<file path="src/rtl/tx_rd_pkg.sv">
// Shared constants and types for the TX read-request scheduler.
// Covers TLP format/type codes, one-hot FSM states and the tag layout.
package tx_rd_pkg;

  localparam logic [6:0] MEMRD64 = 7'b01_00000;
  localparam logic [6:0] MEMRD32 = 7'b00_00000;

  localparam int TAG_CNT_W = 4;
  localparam int TAG_IDX_W = 1;

  localparam logic [3:0] BE_ALL = 4'hF;

  typedef enum logic [3:0] {
    S_IDLE = 4'b0001,
    S_QW0  = 4'b0010,
    S_QW1  = 4'b0100,
    S_ACK  = 4'b1000
  } state_t;

  // Tag carries the source requester so completions can be steered back.
  function automatic logic [7:0] make_tag(input logic [TAG_IDX_W-1:0] idx,
                                          input logic [TAG_CNT_W-1:0] cnt);
    return {3'b000, idx, cnt};
  endfunction

endpackage

</file>
<file path="src/rtl/tx_rd_req_sched_rr_arb2.sv">
// Two-way round-robin arbiter; purely combinational, the parent registers the result.
module rr_arb2 (
  input  logic [1:0] req,
  input  logic       last_grant,
  output logic       grant,
  output logic       valid
);

  // On contention the requester that was not served last wins.
  always_comb begin
    valid = |req;
    if (req == 2'b11) grant = ~last_grant;
    else              grant = req[1];
  end

endmodule

</file>
<file path="src/rtl/tx_rd_req_sched.sv">
// Arbitrates two chunk-read requesters and emits one MemRd TLP per grant on the
// endpoint TRN transmit port, limiting the number of reads in flight.
module tx_rd_req_sched
  import tx_rd_pkg::*;
#(
  parameter int MAX_OUTSTANDING = 8
) (
  input  logic        trn_clk,
  input  logic        reset_n,
  output logic [63:0] trn_td,
  output logic [7:0]  trn_trem_n,
  output logic        trn_tsof_n,
  output logic        trn_teof_n,
  output logic        trn_tsrc_rdy_n,
  input  logic        trn_tdst_rdy_n,
  input  logic        trn_tdst_dsc_n,
  input  logic [3:0]  trn_tbuf_av,
  input  logic [15:0] cfg_completer_id,
  input  logic        rd_req0,
  input  logic        rd_req1,
  input  logic [63:0] rd_addr0,
  input  logic [63:0] rd_addr1,
  input  logic [8:0]  rd_qwords0,
  input  logic [8:0]  rd_qwords1,
  output logic        rd_ack0,
  output logic        rd_ack1,
  input  logic        rd_done0,
  input  logic        rd_done1,
  output logic [7:0]  rd_tag
);

  localparam logic [3:0] MAX_OUT = 4'(MAX_OUTSTANDING);

  state_t      state;
  logic [63:3] addr_q;
  logic        idx_q;
  logic        last_grant;
  logic [3:0]  tag_cnt;
  logic [3:0]  outstanding;

  logic        grant_idx;
  logic        grant_valid;
  logic [63:3] sel_addr;
  logic [8:0]  sel_qwords;
  logic        eligible;
  logic        issue;
  logic [1:0]  done_cnt;
  logic [4:0]  out_inc;
  logic [3:0]  out_next;
  logic [31:0] hdr_dw0;
  logic [31:0] hdr_dw1;
  logic        wide_q;
  logic [63:0] qw1_beat;
  logic        unused_bits;

  assign unused_bits = ^{trn_tbuf_av[3:1], rd_addr0[2:0], rd_addr1[2:0]};

  rr_arb2 u_arb (
    .req        ({rd_req1, rd_req0}),
    .last_grant (last_grant),
    .grant      (grant_idx),
    .valid      (grant_valid)
  );

  always_comb begin
    sel_addr   = grant_idx ? rd_addr1[63:3] : rd_addr0[63:3];
    sel_qwords = grant_idx ? rd_qwords1 : rd_qwords0;
    eligible   = grant_valid && (outstanding < MAX_OUT) && trn_tbuf_av[0];

    hdr_dw0 = {1'b0, (sel_addr[63:32] != 32'h0) ? MEMRD64 : MEMRD32,
               8'h00, 6'b000000, {sel_qwords, 1'b0}};
    hdr_dw1 = {cfg_completer_id, make_tag(grant_idx, tag_cnt), BE_ALL, BE_ALL};

    wide_q   = (addr_q[63:32] != 32'h0);
    qw1_beat = wide_q ? {addr_q[63:32], addr_q[31:3], 3'b000}
                      : {addr_q[31:3], 3'b000, 32'h0};

    // A discontinue overrides acceptance, so an aborted EOF is not an issue.
    issue    = (state == S_QW1) && trn_tdst_dsc_n && !trn_tdst_rdy_n;
    done_cnt = {1'b0, rd_done0} + {1'b0, rd_done1};
    out_inc  = {1'b0, outstanding} + {4'b0000, issue};
    out_next = (out_inc < {3'b000, done_cnt}) ? 4'd0
                                             : 4'(out_inc - {3'b000, done_cnt});
  end

  always_ff @(posedge trn_clk or negedge reset_n) begin
    if (!reset_n) begin
      state          <= S_IDLE;
      trn_td         <= '0;
      trn_trem_n     <= 8'h00;
      trn_tsof_n     <= 1'b1;
      trn_teof_n     <= 1'b1;
      trn_tsrc_rdy_n <= 1'b1;
      rd_ack0        <= 1'b0;
      rd_ack1        <= 1'b0;
      rd_tag         <= 8'h00;
      addr_q         <= '0;
      idx_q          <= 1'b0;
      last_grant     <= 1'b1;
      tag_cnt        <= 4'd0;
      outstanding    <= 4'd0;
    end else begin
      outstanding <= out_next;
      case (state)
        S_IDLE: begin
          if (eligible) begin
            addr_q         <= sel_addr;
            idx_q          <= grant_idx;
            trn_td         <= {hdr_dw0, hdr_dw1};
            trn_trem_n     <= 8'h00;
            trn_tsof_n     <= 1'b0;
            trn_teof_n     <= 1'b1;
            trn_tsrc_rdy_n <= 1'b0;
            state          <= S_QW0;
          end
        end
        S_QW0: begin
          if (!trn_tdst_dsc_n) begin
            trn_tsof_n     <= 1'b1;
            trn_teof_n     <= 1'b1;
            trn_tsrc_rdy_n <= 1'b1;
            state          <= S_IDLE;
          end else if (!trn_tdst_rdy_n) begin
            trn_td     <= qw1_beat;
            trn_trem_n <= wide_q ? 8'h00 : 8'h0F;
            trn_tsof_n <= 1'b1;
            trn_teof_n <= 1'b0;
            state      <= S_QW1;
          end
        end
        S_QW1: begin
          if (!trn_tdst_dsc_n) begin
            trn_tsof_n     <= 1'b1;
            trn_teof_n     <= 1'b1;
            trn_tsrc_rdy_n <= 1'b1;
            state          <= S_IDLE;
          end else if (!trn_tdst_rdy_n) begin
            trn_teof_n     <= 1'b1;
            trn_tsrc_rdy_n <= 1'b1;
            rd_ack0        <= ~idx_q;
            rd_ack1        <= idx_q;
            rd_tag         <= make_tag(idx_q, tag_cnt);
            tag_cnt        <= tag_cnt + 4'd1;
            last_grant     <= idx_q;
            state          <= S_ACK;
          end
        end
        S_ACK: begin
          rd_ack0 <= 1'b0;
          rd_ack1 <= 1'b0;
          state   <= S_IDLE;
        end
        default: state <= S_IDLE;
      endcase
    end
  end

endmodule

</file>
<file path="config.mk">
export PLATFORM = sky130hd
export DESIGN_NAME = tx_rd_req_sched
export DESIGN_NICKNAME = d
export VERILOG_FILES = /design/src/rtl/tx_rd_pkg.sv /design/src/rtl/tx_rd_req_sched_rr_arb2.sv /design/src/rtl/tx_rd_req_sched.sv
export SDC_FILE = /design/constraint.sdc
export NUM_CORES = 1
export LEC_CHECK = 0
export ABC_AREA = 1
export BUFFER_PORTS_ARGS = -buffer_cell sky130_fd_sc_hd__buf_4
export CAP_MARGIN = 30
export CORE_ASPECT_RATIO = 1.75
export CORE_MARGIN = 5
export CORE_UTILIZATION = 50
export CTS_CLUSTER_SIZE = 12
export DETAILED_ROUTE_END_ITERATION = 16
export PLACE_DENSITY = 0.92
export SLEW_MARGIN = 10
export SYNTH_ARGS = -nofsm -noshare
export SYNTH_HDL_FRONTEND = slang
export SYNTH_SLANG_ARGS = --single-unit
</file>
<file path="constraint.sdc">
create_clock -name trn_clk -period 5.12 [get_ports trn_clk]
set_clock_uncertainty 0.05 [all_clocks]
set_input_delay 0.256 -clock trn_clk [delete_from_list [all_inputs] [get_ports trn_clk]]
set_output_delay 0.256 -clock trn_clk [all_outputs]
set_load 0.05 [all_outputs]
</file>
; Yosys cells after proc, flatten, opt, wreduce, memory -nomap -nowiden
; Cells that the tools add are included.
[word_totals]
register_bits = 157
latch_bits = 0
mem_bits_rw = 0
rom_bits = 0
in_bits = 174
output_inout_bits = 85
elab_cells = 93
mem_count = 0
[op_classes]
add_sub_neg = 4
mul = 0
div_mod_pow = 0
magnitude_cmp = 2
eq_ne = 14
shift = 0
n_mux = 37
bitwise_logic = 3
n_reduce_logical = 19
[op_table]
columns = cell, n
row1 = two-way mux 64 bit, 4
row2 = case mux 64 bit (2 select lines), 1
row3 = nonzero test 32 bit, 2
row4 = two-way mux 61 bit, 1
row5 = two-way mux 4 bit, 7
row6 = two-way mux 8 bit, 3
row7 = case mux 8 bit (2 select lines), 1
row8 = AND reduction 4 bit, 4
row9 = != test 2 bit (second input constant), 7
row10 = two-way mux 1 bit, 12
row11 = case mux 4 bit (3 select lines), 1
row12 = two-way mux 9 bit, 1
row13 = case mux 1 bit (3 select lines), 3
row14 = AND reduction 3 bit, 3
row15 = two-way mux 6 bit, 1
row16 = != test 3 bit (second input constant), 2
row17 = adder 4 x 1 -> 5 bit, 1
row18 = < comparator 5 x 2 -> 1 bit, 1
row19 = adder 4 x 1 -> 4 bit (second input constant), 1
row20 = equality test 4 x 1 -> 1 bit (second input constant), 1
row21 = equality test 4 x 2 -> 1 bit (second input constant), 1
row22 = equality test 4 x 3 -> 1 bit (second input constant), 1
row23 = equality test 4 bit (second input constant), 1
row24 = logical AND 1 bit, 4
row25 = other kinds (11), 15

; Depth between registers and ports, before layout
; Gate-level depths: netlist of run 1.
[depth]
depth_word = 7
depth_mapped = 14
ltp_nobuf = 14

; Cells and area by module
; Synthesis of run 1 repeated with hierarchy kept, for this count alone.
[hier_totals]
cells_unflattened = 923
hier_area_um2 = 7553.5
[modules_own_cells]
columns = module, n_inst, cells_each, area_each_um2, seq_area_each_um2
row1 = tx_rd_req_sched, 1, 920, 7538.5, 3709.8
row2 = rr_arb2, 1, 3, 15.0, 0.0

; Worst setup path before layout of run 1
; No wires, ideal clock.
[synth_path]
path_kind = reg2reg
start = register state[0]
end = register outstanding[0]
setup_ps = 113
arrival_time_ps = 2354
required_time_ps = 4957
setup_slack_ps = 2602
stages_incl_launch_ff = 14
path_buffers = 0
period_less_slack_ps = 2518
cell_sequence = dfstp_2 nor2_1 nand3_1 nor2_1 nand2_1 inv_2 ha_1 ha_1 ha_1 a211oi_1 and2_1 o21ai_0 nand2_1 inv_1
[synth_between]
elab_chain_len = 6
elab_cells_between_ends = 7
classes_between = 2 x add/sub / 1 x order compare / 1 x eq/ne / 1 x mux / 2 x reduce/logical
[synth_lines]
columns = element, line_no
row1 = start: declaration, tx_rd_req_sched.sv:34  ; state_t state;
row2 = start signal: assignment, tx_rd_req_sched.sv:88  ; state <= S_IDLE;
row3 = start signal: assignment, tx_rd_req_sched.sv:114  ; state <= S_QW0;
row4 = start signal: assignment, tx_rd_req_sched.sv:122  ; state <= S_IDLE;
row5 = equality test 4 x 3 -> 1 bit (*), tx_rd_req_sched.sv:79  ; issue = (state == S_QW1) && trn_tdst_dsc_n && !trn_tdst_rdy_n;
row6 = logical AND 1 bit (*) (2 in a row), tx_rd_req_sched.sv:79
row7 = adder 4 x 1 -> 5 bit (*), tx_rd_req_sched.sv:81  ; out_inc = {1'b0, outstanding} + {4'b0000, issue};
row8 = subtractor 4 x 2 -> 4 bit or < comparator 5 x 2 -> 1 bit (tied branches), "tx_rd_req_sched.sv:83, tx_rd_req_sched.sv:82"
row9 = two-way mux 4 bit (*), tx_rd_req_sched.sv:82  ; out_next = (out_inc < {3'b000, done_cnt}) ? 4'd0
row10 = net out_next[0], tx_rd_req_sched.sv:49  ; logic [3:0] out_next;
row11 = end signal: assignment, tx_rd_req_sched.sv:103  ; outstanding <= out_next;
row12 = end: declaration, tx_rd_req_sched.sv:39  ; logic [3:0] outstanding;
; Mark *: on every way through the listed nets, which the timed path passes. The rest lies on a longest branch.
; A chain may end at the register's enable or synchronous reset.

; Worst setup path after layout of run 1
[layout_path]
start = register state[0]
end = register outstanding[2]
; Same word-level chain as after synthesis.

==> run metrics, run 1 <==
TritonRoute pass-1 iters 5; cell taking the most area after synthesis dfrtp_1; final net count around 1300; Leak 5.072 nW; via count 7172; Slew Viols, Final 0; register share of total power 0.370; ys async rst share 1.000; vias in the first global route around 7000; area grow syn2layout 32.08%; Die ar. 0.01749 mm^2; sw frac 0.4335; YS warnings 0; # H-tree levels 4; DRC Markers 0; EDFF count, synth 0; synth top area cells dfrtp_1, nand2_1, o21ai_0; Core Box Area 0.01476 mm^2; Max-slew headroom 0.4071; fin crit period 3.170 ns; Cell variety after synth 40; Inserted Clock Buffers 17; Sum Neg Setup Slack 0 ns; ant diodes 0; fin crit share 0.6191; layout cell share with drive strength beyond 1 0.2634; first-pass GRT wire length roughly 35000 um; Hold Path Class input port to flop; Worst IR Drop VDD 0.2088 mV; Chip Width ~100 um; Synth Area in Adders 0.01280; number of buffers and inverters on the critical path 2; most used flip-flop cell after synthesis dfrtp_1; crit path cell chain nor2_1 -> nand3_1 -> nor2_1 -> nand2_1 -> inv_2 -> ha_1 -> ha_1 -> ha_1 -> a211oi_1 -> and2_1 -> o21ai_0 -> nand2_1 -> inv_1; Total Routing Usage GR 0.2609; Worst EP required 5.38 ns; Boundary Pins roughly 260; Pint 3.063 mW; critical path's top delay family simple AND/OR/NAND/NOR gates; largest family of logic cells by synthesized area simple AND/OR/NAND/NOR gates; Area after DPL 0.009204 mm^2; Worst Path Max Fanout 12; Least-Margin Pin Slew 0.8884 ns; chip height 171.2 um; post-synthesis sequential area ratio 0.4995; CP peak stage delay 0.57 ns; P_sw 2.344 mW; clk slew on worst S/H paths approximately 0.070 ns; antenna-violating nets left 0; effective utilization at floorplan 0.5031; Final HPWL DP ~17000 um; Peak Freq 315.5 MHz; GP Congestion 0.9354; Gate power share 0.405; Pwr Density 551.2 mW/mm^2; largest net degree at the start of global routing between 90 and 100; DR WL/cell 17.41 um; Critical Path Start Type flop; Worst path slowest cell dfstp_2; #FFs+latches synth ~150; Post-CTS Resized 0; antenna violations before repair 0; Cell Area, Synth 0.007427 mm^2; clk sinks between 100 and 150; status finished, final reports clean; final instance area 0.009809 mm^2; complex-gate fraction of the synthesized area 0.1765; placed insts between 1000 and 1500; Max-Cap Viols 0; post-synthesis cell count slightly above 900; Avg Inst Size Synth 8.126 um^2; Setup CP Type flop to flop; Root Buffer clkbuf_16; WP data arrival ~3.4 ns; Overflow after GRT 0; final instance count without filler cells between 1000 and 1500; CP dominant cell by count ha_1; post-synth top area share 0.4818; XOR/XNOR share of the synthesized area 0.007075; endpoints failing hold 0; WL final 23010 um; vias per inst 5.425; CTS max path bufs 2; CTS tree done; simple-gate share of the synthesized area 0.2114; RSZ-0062 raised after global routing false; DR iter-0 viols 414; clock latency on the worst-skew pair 0.42 ns; floorplan row count between 50 and 60; multiplexer area fraction after synthesis 0; CP Capture Type flop; # setup viols final 0; port bufs about 240; clock network power share 0.224
## layer usage
metal	wire (um)	GRT usage	part of all wire
met5	0	0	0
met4	1560	0.1628	0.068
met3	1538	0.05276	0.067
met2	11590	0.4395	0.50
met1	8320	0.2988	0.36
## Yosys cell counts (4+ instances only)
| cell | n |
|---|---|
| clkbuf_1 | 10 |
| nand3b_1 | 27 |
| nand2_1 | 232 |
| dfrtp_1 | 143 |
| buf_2 | 27 |
| a21oi_1 | 84 |
| dfstp_2 | 5 |
| a22oi_1 | 28 |
| o21ai_0 | 89 |
| buf_4 | 18 |
| nand3_1 | 10 |
| xor2_1 | 4 |
| ha_1 | 6 |
| inv_2 | 7 |
| nor2_1 | 86 |
| inv_1 | 73 |
| buf_6 | 5 |
| o21ai_1 | 22 |
| a211oi_1 | 5 |
## tightest hold or removal path, stage by stage
cell and delay, ns:
buf_4 0.10, nand2_1 0.05, a21oi_1 0.06
## final timing paths
path | from | end | slack (ns) | cells after the start
max in group asynchronous | reset_n | trn_td[50] | 3.59 | 4
min | rd_addr1[22] | addr_q[22] | 0.04 | 3
min in group asynchronous | reset_n | outstanding[3] | 0.39 | 3
max | state[0] | outstanding[2] | 1.95 | 13
min reg2reg | trn_tsrc_rdy_n | trn_tsrc_rdy_n | 0.42 | 2
max reg2reg | state[0] | outstanding[2] | 1.95 | 13
## power by group through the flow
stage	sequential [mW]	clock, mW	combinational (mW)
finish	2.00	1.21	2.19
global placement	1.98	0	2.10
detailed placement	2.01	0	2.18
global route	2.05	1.27	2.37
floorplan	2.54	0	0.889
CTS	1.99	1.22	2.20
## flip-flops by register name, summed over array words and instances (netlist names)
signal / count
trn_tsof_n: 1
outstanding: 4
trn_tsrc_rdy_n: 1
trn_td: 62
state: 4
idx_q: 1
last_grant: 1
trn_trem_n: 1
tag_cnt: 4
rd_ack1: 1
addr_q: 61
rd_ack0: 1
trn_teof_n: 1
rd_tag: 5
## stage by stage
stage | power [mW] | setup slack (ns) | utilization | hold WS (ns)
after floorplan | 3.432 | 2.602 | - | -0.08959
after global placement | 4.081 | 2.051 | 0.6207 | 0.3462
after detailed placement | 4.187 | 1.995 | 0.6234 | 0.3556
after CTS | 5.415 | 1.956 | 0.6625 | 0.03286
after global routing | 5.700 | 1.701 | 0.6644 | 0.03440
final | 5.407 | 1.950 | 0.6644 | 0.04116
## cells in the final DEF (no fill, tap or decap), types with 2 or more instances in the layout
cell / n
dfrtp_1: 143
a22oi_1: 28
buf_12: 2
nor2_1: 86
clkinv_2: 3
nand2_4: 4
conb_1: 7
clkbuf_1: 3
dfstp_2: 5
nand2_1: 231
xnor2_1: 2
o21ai_1: 22
a31oi_1: 2
nor2_4: 3
a32o_1: 3
ha_1: 6
bufinv_16: 2
xor2_1: 4
o21bai_1: 2
a211oi_1: 5
inv_1: 73
inv_6: 2
o21ai_0: 89
inv_2: 7
nand4_1: 2
buf_4: 246
clkbuf_16: 17
nand3_1: 10
nand3b_1: 27
clkinvlp_4: 4
a21oi_1: 84
## what timing repair did
item / CTS / global route
endpoints found under the hold margin: 91 / 0
setup endpoints to repair: 0 / 0
setup buffers: 0 / 0
hold buffers: 1 / 0
## kinds of logic after synthesis
group                      after synthesis
AOI/OAI and AO/OA                      239
and+or+nand+nor                        368
buffers and inverters                  145
adders and majority gates                7
xor gates and xnor gates                 6
other                                    1
DFF                                    148
## final cells by class
cell class	instances	area [um^2]
clock inverters	12	131.4
well taps	183	229.0
repair buffers	251	1936
multi-input cells	627	3063
inverters	81	304.0
fillers	1207	4955
flip-flops and latches	148	3710
clock buffers	20	436.7
Note: power is estimated with default switching activity, not from simulation.
==> inputs of run 2 (changes only) <==
--- a/config.mk
+++ b/config.mk
@@ -10,10 +10,10 @@
 export CAP_MARGIN = 30
 export CORE_ASPECT_RATIO = 1.75
 export CORE_MARGIN = 5
-export CORE_UTILIZATION = 50
+export CORE_UTILIZATION = 46
 export CTS_CLUSTER_SIZE = 12
 export DETAILED_ROUTE_END_ITERATION = 16
-export PLACE_DENSITY = 0.92
+export PLACE_DENSITY = 0.89
 export SLEW_MARGIN = 10
 export SYNTH_ARGS = -nofsm -noshare
 export SYNTH_HDL_FRONTEND = slang
==> constraint.sdc (replaced) <==
create_clock -name trn_clk -period 2.9 [get_ports trn_clk]
set_clock_uncertainty 0.05 [all_clocks]
set_input_delay 0.145 -clock trn_clk [delete_from_list [all_inputs] [get_ports trn_clk]]
set_output_delay 0.145 -clock trn_clk [all_outputs]
set_load 0.05 [all_outputs]
==> run metrics, run 2 (synthesis results as in run 1) <==
effective utilization at floorplan 0.4678 (-0.03521); endpoints failing hold 0 (unchanged); port bufs 242 (unchanged); Slew Viols, Final 0 (unchanged); most frequent cells in the layout buf_4, nand2_1, dfrtp_1; Inserted Clock Buffers 17 (unchanged); most common cell after layout, fill and taps aside buf_4; CP peak stage delay 0.61 ns (+0.04 ns); final instance count without filler cells 1408 (+6.5%); TritonRoute pass-1 iters 5 (unchanged); chip height 178.1 um (+4.0%); Post-CTS Setup Bufs 0 (unchanged); clk slew on worst S/H paths 0.07 ns (about the same); Worst Path Max Fanout 39 (+27); Chip Width 106.1 um (+3.8%); DR WL/cell 17.99 um (+3.3%); # H-tree levels 4 (unchanged); DRC Markers 0 (unchanged); Worst path slowest cell dlygate4sd3_1; CP Capture Type flop; Max-slew headroom 0.4601 (+0.05301); largest net degree at the start of global routing 70 (-29%); via count 7618 (+6.2%); clk sinks 148 (unchanged); Worst EP required 3.19 ns (-2.19 ns); FF+latch area 0.003710 mm^2 (unchanged); fin crit share 0.9230 (+0.3038); Worst IR Drop VDD 0.4683 mV (+120%); Peak Freq 373.6 MHz (+18%); placed insts 1300 (+0.93%); number of buffers and inverters on the critical path 2 (unchanged); met1 wire length 8967 um (+7.8%); Top reg by flops trn_td; Least-Margin Pin Slew 0.8089 ns (-0.07942 ns); Pwr Density 945.2 mW/mm^2 (+71%); Largest register FFs 62 (unchanged); first-pass GRT wire length 39260 um (+11%); top sig layer met4; GP Congestion 0.8623 (-7.8%); met3 routed WL 1837 um (+19%); CTS tree done; antenna-violating nets left 0 (unchanged); critical path's top delay family buffers and inverters; Die ar. 0.01889 mm^2 (+8.0%); Total Routing Usage GR 0.2667 (+0.005878); WP data arrival 2.97 ns (-0.46 ns); fin crit period 2.677 ns (-0.4934 ns); Max-Cap Viols 0 (unchanged); floorplan row count 61 (+3.4%); Sum Neg Setup Slack 0 ns (unchanged); status finished, final reports clean; Leak 5.398 nW (+6.4%); Final HPWL DP 17090 um (-0.20%); area of the multi-input gates 0.003068 mm^2 (+0.16%); vias per inst 5.411 (-0.27%); final net count 1386 (+6.0%); vias in the first global route 7428 (+4.8%); Setup CP Type flop to flop; Fillers 1196 (-0.91%); WL final 25330 um (+10%); Largest regs trn_td: 62 flops, addr_q: 61 flops, rd_tag: 5 flops; Root Buffer clkbuf_16; clock latency on the worst-skew pair 0.42 ns (about the same); RSZ-0062 raised after global routing false; CTS max path bufs 2 (unchanged); Critical Path Start Type flop; CP dominant cell by count a21oi_1; crit path cell chain nand2_1 -> nand2_2 -> buf_4 -> a21oi_1 -> a21oi_1 -> dlygate4sd3_1; Boundary Pins 259 (unchanged); wire length on met2 13020 um (+12%); DR iter-0 viols 584 (+41%); Hold Path Class input port to flop; antenna violations before repair 1 (+1); area grow syn2layout 42.74%; Overflow after GRT 0 (unchanged); Core Box Area 0.01588 mm^2 (+7.5%); layout cell share with drive strength beyond 1 0.2537 (-0.009694); # setup viols final 0 (unchanged)
run 2: timing repair:
| item | CTS | global route |
|---|---|---|
| gates resized for setup | 0 | 3 |
| endpoints found under the setup margin | 0 | 6 |
| hold endpoints to repair | 112 | 0 |
| hold buffers | 75 | 0 |
run 2: worst reg2reg max path: stages, from the launching register on:
cell and delay, ns:
dfstp_2 0.55, nand2_1 0.08, nand2_2 0.53, buf_4 0.45, a21oi_1 0.13, a21oi_1 0.21
dlygate4sd3_1 0.61
run 2: metrics by stage:
step / worst slack (ns) / instance area [um^2] / hold WS [ns] / util / total power, mW
floorplan: 0.3825 / 7450 / -0.2006 / - / 6.059
finish: 0.2234 / 10600 / 0.02434 / 0.6678 / 10.02
global route: 0.06944 / 10600 / 0.02080 / 0.6678 / 10.56
detailed placement: 0.2834 / 9256 / 0.1406 / 0.5831 / 7.378
global placement: 0.3068 / 9256 / 0.1410 / 0.5831 / 7.270
CTS: 0.2245 / 10590 / 0.003789 / 0.6672 / 9.909
run 2: worst paths after layout:
kind | start | endpoint | slack (ns) | cells after the start
worst max-delay path | last_grant | addr_q[21] | 0.22 | 6
worst min-delay path | rd_addr0[19] | addr_q[19] | 0.02 | 3
worst max register to register | last_grant | addr_q[21] | 0.22 | 6
worst min register to register | trn_tsof_n | trn_tsof_n | 0.43 | 2
max in group asynchronous | reset_n | trn_td[24] | 1.72 | 3
min in group asynchronous | reset_n | trn_td[6] | 0.24 | 2
run 2: report_power, final:
group          internal [mW]  switching [mW]  total, mW  leakage (nW)
Sequential              2.88           0.673       3.56          1.79
Clock                   1.22           0.966       2.19         0.286
Combinational           1.55            2.73       4.28          3.32
run 2: cell type report:
cell class,count,share of cell area
clock buffers,17,0.04013
inverters,81,0.02892
multi-input cells,627,0.2894
repair buffers,330,0.2541
diodes,1,0.0002360
flip-flops and latches,148,0.3499
clock inverters,15,0.01499
well taps,189,0.02231
run 2: per-layer routing:
metal | track usage | vias to the layer above
met5 | 0 | -
met4 | 0.1551 | 0
met3 | 0.06085 | 99
met2 | 0.4585 | 406
met1 | 0.3029 | 3565
li1 | - | 3548
==> inputs of run 3 (changes only) <==
--- a/config.mk
+++ b/config.mk
@@ -5,10 +5,9 @@
 export SDC_FILE = /design/constraint.sdc
 export NUM_CORES = 1
 export LEC_CHECK = 0
-export ABC_AREA = 1
 export BUFFER_PORTS_ARGS = -buffer_cell sky130_fd_sc_hd__buf_4
 export CAP_MARGIN = 30
-export CORE_ASPECT_RATIO = 1.75
+export CORE_ASPECT_RATIO = 2
 export CORE_MARGIN = 5
 export CORE_UTILIZATION = 46
 export CTS_CLUSTER_SIZE = 12
==> run metrics, run 3 <==
status finished, final reports clean; r2r endpoint outstanding[3]; crit path cell chain nor4b_4 -> nand2_2 -> inv_2 -> ha_1 -> ha_1 -> ha_1 -> a211oi_2 -> mux2i_1 -> mux2_2; most used flip-flop cell after synthesis dfrtp_1; reg2reg start state[1]; post-synthesis sequential area ratio 0.5022 (+0.002707); Critical Path Start Type flop; Chip Width 99.61 um (-6.1%); Worst path slowest cell dfrtp_1; effective utilization at floorplan 0.4682 (about the same); area grow syn2layout 44.19%; Leak 5.015 nW (-7.1%); endpoints failing hold 0 (unchanged); Worst EP required 3.14 ns (-0.05 ns); Largest regs trn_td: 62 flops, addr_q: 61 flops, rd_tag: 5 flops; Max-slew headroom 0.4847 (+0.02458); largest net degree at the start of global routing 74 (+5.7%); TritonRoute pass-1 iters 5 (unchanged); clk sinks 148 (unchanged); GP Congestion 0.8594 (-0.34%); reg2reg setup slack 0.26 ns (+0.04 ns); chip height 189.2 um (+6.2%); synth top area cells dfrtp_1, mux2i_1, nand2_1; Pwr Density 887.8 mW/mm^2 (-6.1%); Overflow after GRT 0 (unchanged); worst-case reg-to-reg path depth 9 (+3); via count 7132 (-6.4%); hold worst-path end addr_q[50]; CP peak stage delay 0.47 ns (-0.14 ns); Fillers 1193 (-0.25%); Final HPWL DP 17540 um (+2.7%); fin crit period 2.637 ns (-0.03963 ns); # H-tree levels 4 (unchanged); most common cell after layout, fill and taps aside buf_4; Root Buffer clkbuf_16; antenna violations before repair 1 (unchanged); Sum Neg Setup Slack 0 ns (unchanged); final instance count without filler cells 1260 (-11%); floorplan row count 65 (+6.6%); # setup viols final 0 (unchanged); Worst Path Max Fanout 8 (-79%); Worst IR Drop VDD 0.3983 mV (-15%); Hold Startpoint rd_addr0[50]; Cell variety after synth 52 (+30%); placed insts 1159 (-11%); first-pass GRT wire length 37940 um (-3.4%); final net count 1226 (-12%); Least-Margin Pin Slew 0.7710 ns (-0.03791 ns); post-synth top area share 0.4844 (+0.002611); top-count cell post-synth dfrtp_1; total power 9.457 mW (-5.6%); EDFF count, synth 0 (unchanged); CP dominant cell by count ha_1; Total Routing Usage GR 0.2564 (-0.01035); Avg Inst Size Synth 9.810 um^2 (+21%); Peak Freq 379.2 MHz (+1.5%); Max-Cap Viols 0 (unchanged); antenna-violating nets left 0 (unchanged); Boundary Pins 259 (unchanged); Top reg by flops trn_td; Die ar. 0.01885 mm^2 (-0.22%); DR iter-0 viols 278 (-52%); cell taking the most area after synthesis dfrtp_1; WP data arrival 2.88 ns (-0.09 ns); WHS Path Cells 3 (unchanged); port bufs 242 (unchanged); Inserted Clock Buffers 17 (unchanged); fin crit share 0.9093 (-0.01367); Largest register FFs 62 (unchanged); most frequent cells in the layout buf_4, dfrtp_1, nand2_1; hold slack 0.003892 ns (-0.02045 ns); #FFs+latches synth 148 (unchanged); Hold Path Class input port to flop; Post-synth top cells dfrtp_1, nand2_1, o21ai_0; post-synthesis cell count 753 (-18%); WL final 24130 um (-4.7%); Slew Viols, Final 0 (unchanged); clk slew on worst S/H paths 0.07 ns (about the same); vias in the first global route 7328 (-1.3%); vias per inst 5.660 (+4.6%); CTS tree done; DR WL/cell 19.15 um (+6.5%); CP Capture Type flop; layout cell share with drive strength beyond 1 0.3043 (+0.05065); DRC Markers 0 (unchanged); CTS max path bufs 2 (unchanged); Core Box Area 0.01578 mm^2 (-0.61%); RSZ-0062 raised after global routing false; Cell Area, Synth 0.007387 mm^2 (-0.54%); ys async rst share 1.000 (unchanged); clock latency on the worst-skew pair 0.41 ns (about the same); YS warnings 0 (unchanged); Setup CP Type flop to flop
## run 3: cell count changes after synthesis, moves of 27 or more
cell / before / now
a21oi_1: 84 / 8
nor2_1: 86 / 6
nand3b_1: 27 / 0
mux2i_1: 0 / 64
a22oi_1: 28 / 0
a31oi_1: 2 / 50
nor3_1: 1 / 29
nand2_1: 232 / 117
inv_1: 73 / 8
## run 3: layout make-up
| cell class | count | area [um^2] | area share |
|---|---|---|---|
| flip-flops and latches | 148 | 3710 | 0.3483 |
| multi-input cells | 530 | 3324 | 0.3121 |
| repair buffers | 339 | 2756 | 0.2588 |
| clock buffers | 20 | 456.7 | 0.04288 |
| well taps | 201 | 251.5 | 0.02361 |
| clock inverters | 12 | 116.4 | 0.01092 |
| inverters | 9 | 33.78 | 0.003172 |
| diodes | 1 | 2.502 | 0.0002349 |
## run 3: where the power goes
part           total (mW)  internal, mW  switching (mW)
Combinational        3.80          1.35            2.45
Clock                2.14          1.24           0.897
Sequential           3.51          2.85           0.666
Total                9.46          5.44            4.01
## run 3: cell families after synthesis
group / after synthesis / synth area share
and+or+nand+nor: 236 / 0.1589
AOI/OAI and AO/OA: 208 / 0.1736
DFF: 148 / 0.5022
buffers and inverters: 81 / 0.05471
muxes: 67 / 0.09129
adders and majority gates: 7 / 0.01287
xor gates and xnor gates: 5 / 0.005929
other: 1 / 0.0005076
## run 3: metrics by stage
stage                 util  setup slack, ns  area [um^2]
CTS                 0.6746           0.1457        10640
detailed placement  0.5952           0.1496         9390
global route        0.6751           0.1275        10650
global placement    0.5952           0.2351         9390
finish              0.6751           0.2631        10650
floorplan                -         0.007070         7410
## run 3: worst max-delay path: cells and delay by family, from the launching register on
family / cells / cell delay (ns)
compound gates: 1 / 0.29
mux: 2 / 0.38
flops: 1 / 0.47
simple gates: 2 / 0.49
buf+inv: 1 / 0.07
fa+ha+maj: 3 / 0.78
## run 3: worst max path at each step
| stage | startpoint | endpoint | slack [ns] | depth (start not counted) |
|---|---|---|---|---|
| 6_report | state[1] | outstanding[3] | 0.26 | 9 |
| 5_1_grt | state[1] | outstanding[3] | 0.13 | 9 |
| 4_1_cts | state[1] | outstanding[3] | 0.15 | 9 |
| 3_5_place_dp | state[1] | outstanding[3] | 0.15 | 9 |
| 3_3_place_gp | state[1] | outstanding[3] | 0.24 | 9 |
| 2_1_floorplan | state[1] | outstanding[3] | 0.007 | 10 |
## run 3: metal layers
metal	global-route usage	routed length, um
met1	0.2884	8687
met2	0.4632	13120
met5	0	0
met3	0.04499	1294
met4	0.1173	1027
## run 3: timing repair
item                       in CTS  in global routing
gates resized for setup         0                  1
setup endpoints to repair       0                  1
hold endpoints to repair      114                  0
setup buffers                   0                  0
hold buffers                   68                  0
